==> src/rtl/simon_btn_debounce.sv <==
// simon_btn_debounce
//
// This block conditions the simon push-buttons before they reach the game core.
// Each raw pin is synchronised into the clock domain and then debounced. A button
// changes level only after it has stayed at the new value for DEBOUNCE_MS
// consecutive milliseconds. The millisecond timebase comes from ticks_per_milli,
// which is the same value the core uses.
//
// The core receives clean levels and one-cycle press/release events. A press event
// is reported only for a lone button, so a chord never counts as several presses.
//
// Ports:
//   clk             system clock, single domain
//   rst             synchronous, active-high reset
//   ticks_per_milli clk cycles per millisecond (quasi-static; 0 or 1 = every cycle)
//   btn_raw         raw asynchronous active-high button pins
//   btn_level       debounced button levels (registered)
//   btn_press       one-cycle press event, lone button only (registered)
//   btn_release     one-cycle release event (registered)
//   any_pressed     OR of btn_level
//   milli_tick      one-cycle pulse per millisecond (registered)

module simon_btn_debounce #(
  parameter int NUM_BTN     = 4,
  parameter int DEBOUNCE_MS = 10,
  parameter int TICKS_W     = 8
) (
  input  logic               clk,
  input  logic               rst,
  input  logic [TICKS_W-1:0] ticks_per_milli,
  input  logic [NUM_BTN-1:0] btn_raw,
  output logic [NUM_BTN-1:0] btn_level,
  output logic [NUM_BTN-1:0] btn_press,
  output logic [NUM_BTN-1:0] btn_release,
  output logic               any_pressed,
  output logic               milli_tick
);

  localparam int CNT_W = (DEBOUNCE_MS < 1) ? 1 : $clog2(DEBOUNCE_MS + 1);
  localparam logic [CNT_W-1:0] CNT_LAST = CNT_W'(DEBOUNCE_MS - 1);

  logic [TICKS_W-1:0] pc;
  logic               pc_wrap;

  logic [NUM_BTN-1:0] sync_meta;
  logic [NUM_BTN-1:0] sync;

  logic [CNT_W-1:0]   cnt      [NUM_BTN];
  logic [CNT_W-1:0]   cnt_next [NUM_BTN];
  logic [NUM_BTN-1:0] level_next;
  logic [NUM_BTN-1:0] press_next;
  logic [NUM_BTN-1:0] release_next;

  // The comparison is pc+1 >= ticks_per_milli, done one bit wider. This form is
  // equivalent to pc >= ticks_per_milli-1 but cannot underflow when
  // ticks_per_milli is 0, so settings of 0 and 1 both tick on every cycle.
  assign pc_wrap = ({1'b0, pc} + {{TICKS_W{1'b0}}, 1'b1}) >= {1'b0, ticks_per_milli};

  // Millisecond prescaler. Because the test is ">=", a runtime decrease of
  // ticks_per_milli below the current count wraps and ticks on the next edge.
  always_ff @(posedge clk) begin
    if (rst) begin
      pc         <= '0;
      milli_tick <= 1'b0;
    end else begin
      milli_tick <= pc_wrap;
      pc         <= pc_wrap ? '0 : pc + TICKS_W'(1);
    end
  end

  // Two-flop synchroniser for the asynchronous pins.
  always_ff @(posedge clk) begin
    if (rst) begin
      sync_meta <= '0;
      sync      <= '0;
    end else begin
      sync_meta <= btn_raw;
      sync      <= sync_meta;
    end
  end

  // Debounce qualification, independent for each button. Any cycle in which
  // the synchronised pin agrees with the current level restarts the count, so
  // only an uninterrupted run of DEBOUNCE_MS ticks flips the level.
  // Press events are reported only for a lone button: the previous levels must
  // be all-zero and the new levels exactly one-hot at that bit. This suppresses
  // both kinds of chord: a press while another button is held, and simultaneous
  // presses.
  always_comb begin
    level_next = btn_level;
    for (int i = 0; i < NUM_BTN; i++) begin
      cnt_next[i] = cnt[i];
      if (sync[i] == btn_level[i]) begin
        cnt_next[i] = '0;
      end else if (milli_tick) begin
        if (cnt[i] == CNT_LAST) begin
          level_next[i] = ~btn_level[i];
          cnt_next[i]   = '0;
        end else begin
          cnt_next[i] = cnt[i] + CNT_W'(1);
        end
      end
    end

    release_next = btn_level & ~level_next;
    press_next   = '0;
    for (int i = 0; i < NUM_BTN; i++) begin
      press_next[i] = (btn_level == '0) && (level_next == (NUM_BTN'(1) << i));
    end
  end

  // Level, event and counter registers. The events are registered together with
  // the level, so each event appears in the same cycle as the level change.
  always_ff @(posedge clk) begin
    if (rst) begin
      btn_level   <= '0;
      btn_press   <= '0;
      btn_release <= '0;
      for (int i = 0; i < NUM_BTN; i++) begin
        cnt[i] <= '0;
      end
    end else begin
      btn_level   <= level_next;
      btn_press   <= press_next;
      btn_release <= release_next;
      for (int i = 0; i < NUM_BTN; i++) begin
        cnt[i] <= cnt_next[i];
      end
    end
  end

  assign any_pressed = |btn_level;

endmodule

==> config.mk <==
export PLATFORM = sky130hd
export DESIGN_NAME = simon_btn_debounce
export DESIGN_NICKNAME = d
export VERILOG_FILES = /design/src/rtl/simon_btn_debounce.sv
export SDC_FILE = /design/constraint.sdc
export NUM_CORES = 1
export LEC_CHECK = 0
export ABC_CLOCK_PERIOD_IN_PS = 3600
export CAP_MARGIN = 20
export CORE_ASPECT_RATIO = 0.8
export CORE_MARGIN = 1.5
export CORE_UTILIZATION = 57
export CTS_BUF_LIST = sky130_fd_sc_hd__clkbuf_16
export DETAILED_ROUTE_END_ITERATION = 10
export GPL_ROUTABILITY_DRIVEN = 0
export PLACE_DENSITY = 0.83
export SYNTH_ARGS = -nofsm -noshare
export SYNTH_HDL_FRONTEND = slang
export SYNTH_SLANG_ARGS = --single-unit
export TNS_END_PERCENT = 30
==> constraint.sdc <==
create_clock -name clk -period 3.6 [get_ports clk]
set_input_delay 0.72 -clock clk [delete_from_list [all_inputs] [get_ports clk]]
set_output_delay 0.72 -clock clk [all_outputs]
set_load 0.01 [all_outputs]
==> reports/qor.csv <==
stage,metric,value,unit
outcome,outcome,finished clean,
global_route,antenna_found_initial,0,
sta,setup_viol,0,
route,viasPerCell,5.51,
route,wl_per_cell,14.6,um
worst_setup_path,crit_chain,ha_1 > nand3_1 > nor2_1 > xor2_1 > ha_1 > and3_1 > a21oi_1 > nand3_1 > nor3b_1,
route,topRoutingLayerUsed,met4,
sta,maxSlewViolCount,0,
yosys,yosysSeqAreaShare,46.1,%
worst_setup_path,worstSetupPathType,reg2reg,
sta,slew_headroom,50.4,%
sta,fin_crit,2.46,ns
worst_setup_path,r2r_start,pc[0]$_SDFF_PP0_,
cts,root_buffer,clkbuf_16,
yosys,netlist_area,0.00195,mm2
cts,numCtsBuffers,5,
worst_setup_path,worstPathRequired,3.79,ns
power,p_sw,219,uW
sta,timing.final.crit_share,68.2,%
yosys,ys_ff_latch,45,
cts,cts.sinks,45,
power,power.combinational.fraction,4.7,%
yosys,synth_area_leader_cell,dfxtp_1,
route,drcViolationCount,0,
floorplan,die_w,68.5,um
yosys,post-synth-top-count-cell,dfxtp_1,
yosys,synth_top_area_share,46.1,%
worst_setup_path,cpPeakStageDelay,0.40,ns
yosys,syn-num-nets,229,
global_route,grt_pass1_vias,1520,
place,dpl.hpwl,2870,um
route,dr_total_vias,1532,
place,placed_cells,270,
power,power.internal,930,uW
cts,ctsLongestPathBuffers,2,
worst_setup_path,critPathMaxFanout,8,
worst_setup_path,cp-start-kind,flip-flop,
power,power_frac_seq,44.5,%
floorplan,start_util,61.5,%
sta,setup_tns,0,ns
cts,cts_tree,yes,
floorplan,core-area,0.00318,mm2
cts,ctsResizeCount,0,
floorplan,dieArea,0.00379,mm2
place,io_buffers,27,
sta,max_clock_freq,407,MHz
cells_and_area,syn2layout_area_growth,25.4,%
cts,htree_levels,2,
yosys,synth_cells,206,
cells_and_area,layout.cells.non_filler,278,
cells_and_area,drive_above_1_share,6.30,%
yosys,yosys_warnings,0,
floorplan,num_rows,18,
yosys,synth_edf_count,0,
cells_and_area,n_antenna_cell,0,
route,ant_nets,0,
sta,tightest_slew,0.741,ns
worst_setup_path,critPathTopFamily,simple AND/OR/NAND/NOR gates,
route,firstDrtPassIters,4,
cells_and_area,final_core_util,77.1,%
floorplan,num_io_pins,28,
cells_and_area,fin_nets,260,
floorplan,die_h,55.4,um
global_route,overflow,0,
yosys,synth_top_flop_cell,dfxtp_1,
worst_setup_path,crit_path_end_kind,flip-flop,
route,wl_met1,1680,um
route,finalWirelength,4070,um
route,dr_wl_met3,131,um
power,pwr_density_cell,469,mW/mm2
min_path,min_to,sync[1]$_SDFF_PP0_,
sta,clock_skew,0.00596,ns
power,max-vdd-ir-drop,0.000382,V
cts,clk_pin_slew,0.06,ns
cts,ctsHoldBuffers,0,
power,clock_power_share,50.8,%
run,cap_violations,0,
worst_setup_path,r2r-end,pc[4]$_SDFF_PP0_,
worst_setup_path,worstPathArrival,2.65,ns
global_route,grt_max_degree,24,
global_route,track_usage,23.1,%
cts,worstSkewPairLatency,0.28,ns
worst_setup_path,crit_buf_inv,0,
sta,hold_violations,0,
yosys,async_flop_share,0,%
yosys,avgSynthCellArea,9.49,um2
min_path,hold_class,reg2reg,
yosys,ys_top_cells_by_count,"dfxtp_1 (45), nor2_1 (22), nor2b_1 (17)",
sta,rsz0062_at_grt,no,
worst_setup_path,ff2ff_path_depth,9,
route,drtIter0Drc,61,
min_path,hp-start,sync_meta[1]$_SDFF_PP0_,
min_path,min_path_cells,1,
worst_setup_path,reg2reg_slack,1.14,ns
route,wl_met2,2200,um
cts,postCtsSetupBuffers,0,
worst_setup_path,cpMaxStageDelayCell,dfxtp_1,
power,power_leakage,0.000996,uW
global_route,grt_pass1_wl,6620,um
yosys,synth_cell_types,31,
power,p_sw_share,19.1,%
yosys,synth.area.top_cells,"dfxtp_1 (46%), ha_1 (5.8%), nor2b_1 (5.4%), xor2_1 (4.9%), nor2_1 (4.2%)",
## flip-flops by register name (all words and copies together) (netlist names)
| name | count |
|---|---|
| cnt | 16 |
| pc | 8 |
| btn_level | 4 |
| btn_press | 4 |
| btn_release | 4 |
| sync | 4 |
| sync_meta | 4 |
| milli_tick | 1 |
## worst max path at each step
stage                       start                to  slack (ns)  cells past startpoint
6_report         pc[0]$_SDFF_PP0_  pc[4]$_SDFF_PP0_        1.14                      9
5_1_grt          pc[0]$_SDFF_PP0_  pc[4]$_SDFF_PP0_        0.84                      9
4_1_cts          pc[0]$_SDFF_PP0_  pc[5]$_SDFF_PP0_        1.18                      9
3_5_place_dp   ticks_per_milli[7]  pc[5]$_SDFF_PP0_        1.07                      7
3_3_place_gp   ticks_per_milli[7]  pc[6]$_SDFF_PP0_        1.17                      7
2_1_floorplan    pc[0]$_SDFF_PP0_  pc[2]$_SDFF_PP0_        1.59                      9
## layout make-up
| type | count | area [um2] |
|---|---|---|
| Multi-Input combinational cell | 149 | 1000 |
| Tap cell | 40 | 50.0 |
| Sequential cell | 45 | 901 |
| Clock inverter | 3 | 65.1 |
| Inverter | 9 | 33.8 |
| Fill cell | 214 | 726 |
| Timing Repair Buffer | 27 | 270 |
| Clock buffer | 5 | 125 |
## placed cells by master (no fill, tap or decap), drive strengths merged, types with 2 or more instances in the layout
| cell | instances |
|---|---|
| dfxtp | 45 |
| clkdlybuf4s50 | 27 |
| nor2 | 23 |
| nor2b | 17 |
| nor3b | 13 |
| xor2 | 11 |
| a21oi | 10 |
| inv | 9 |
| ha | 9 |
| nand3 | 8 |
| nand2 | 8 |
| o21ai | 8 |
| xnor2 | 7 |
| and3 | 7 |
| nor3 | 6 |
| mux2i | 5 |
| clkbuf | 5 |
| nand2b | 4 |
| and4b | 3 |
| nand4 | 2 |
| a21o | 2 |
| bufinv | 2 |
## metrics by stage
stage	setup slack (ns)	total power [uW]	area [um2]	hold slack, ns
3_3_place_gp	1.17	571	2260	0.426
6_report	1.14	1150	2450	0.450
2_1_floorplan	1.59	551	1950	0.414
4_1_cts	1.18	1140	2450	0.450
3_5_place_dp	1.07	574	2260	0.437
5_1_grt	0.839	1180	2450	0.455
## kinds of logic (layout without fill, tap and decap cells)
kind of cell,count (synthesis),in the layout,synth area share [%]
simple gates,94,94,28.1
fa+ha+maj,9,9,5.76
compound gates,23,23,6.91
flops,45,45,46.1
xor+xnor,18,18,8.07
buf+inv,12,44,2.50
mux,5,5,2.56
## power by group through the flow
| stage | clock [uW] | combinational, uW | sequential [uW] |
|---|---|---|---|
| floorplan | 0 | 30.2 | 521 |
| global placement | 0 | 49.3 | 522 |
| detailed placement | 0 | 52.0 | 522 |
| CTS | 578 | 53.9 | 511 |
| global route | 605 | 59.1 | 512 |
| finish | 584 | 53.9 | 511 |
## metal layers
metal  track usage, %  vias up
met4             8.57        0
met1             24.4      726
met2             42.4       33
met5                0        -
li1                 -      765
met3             5.70        8
(Power assumes the default switching activity.)
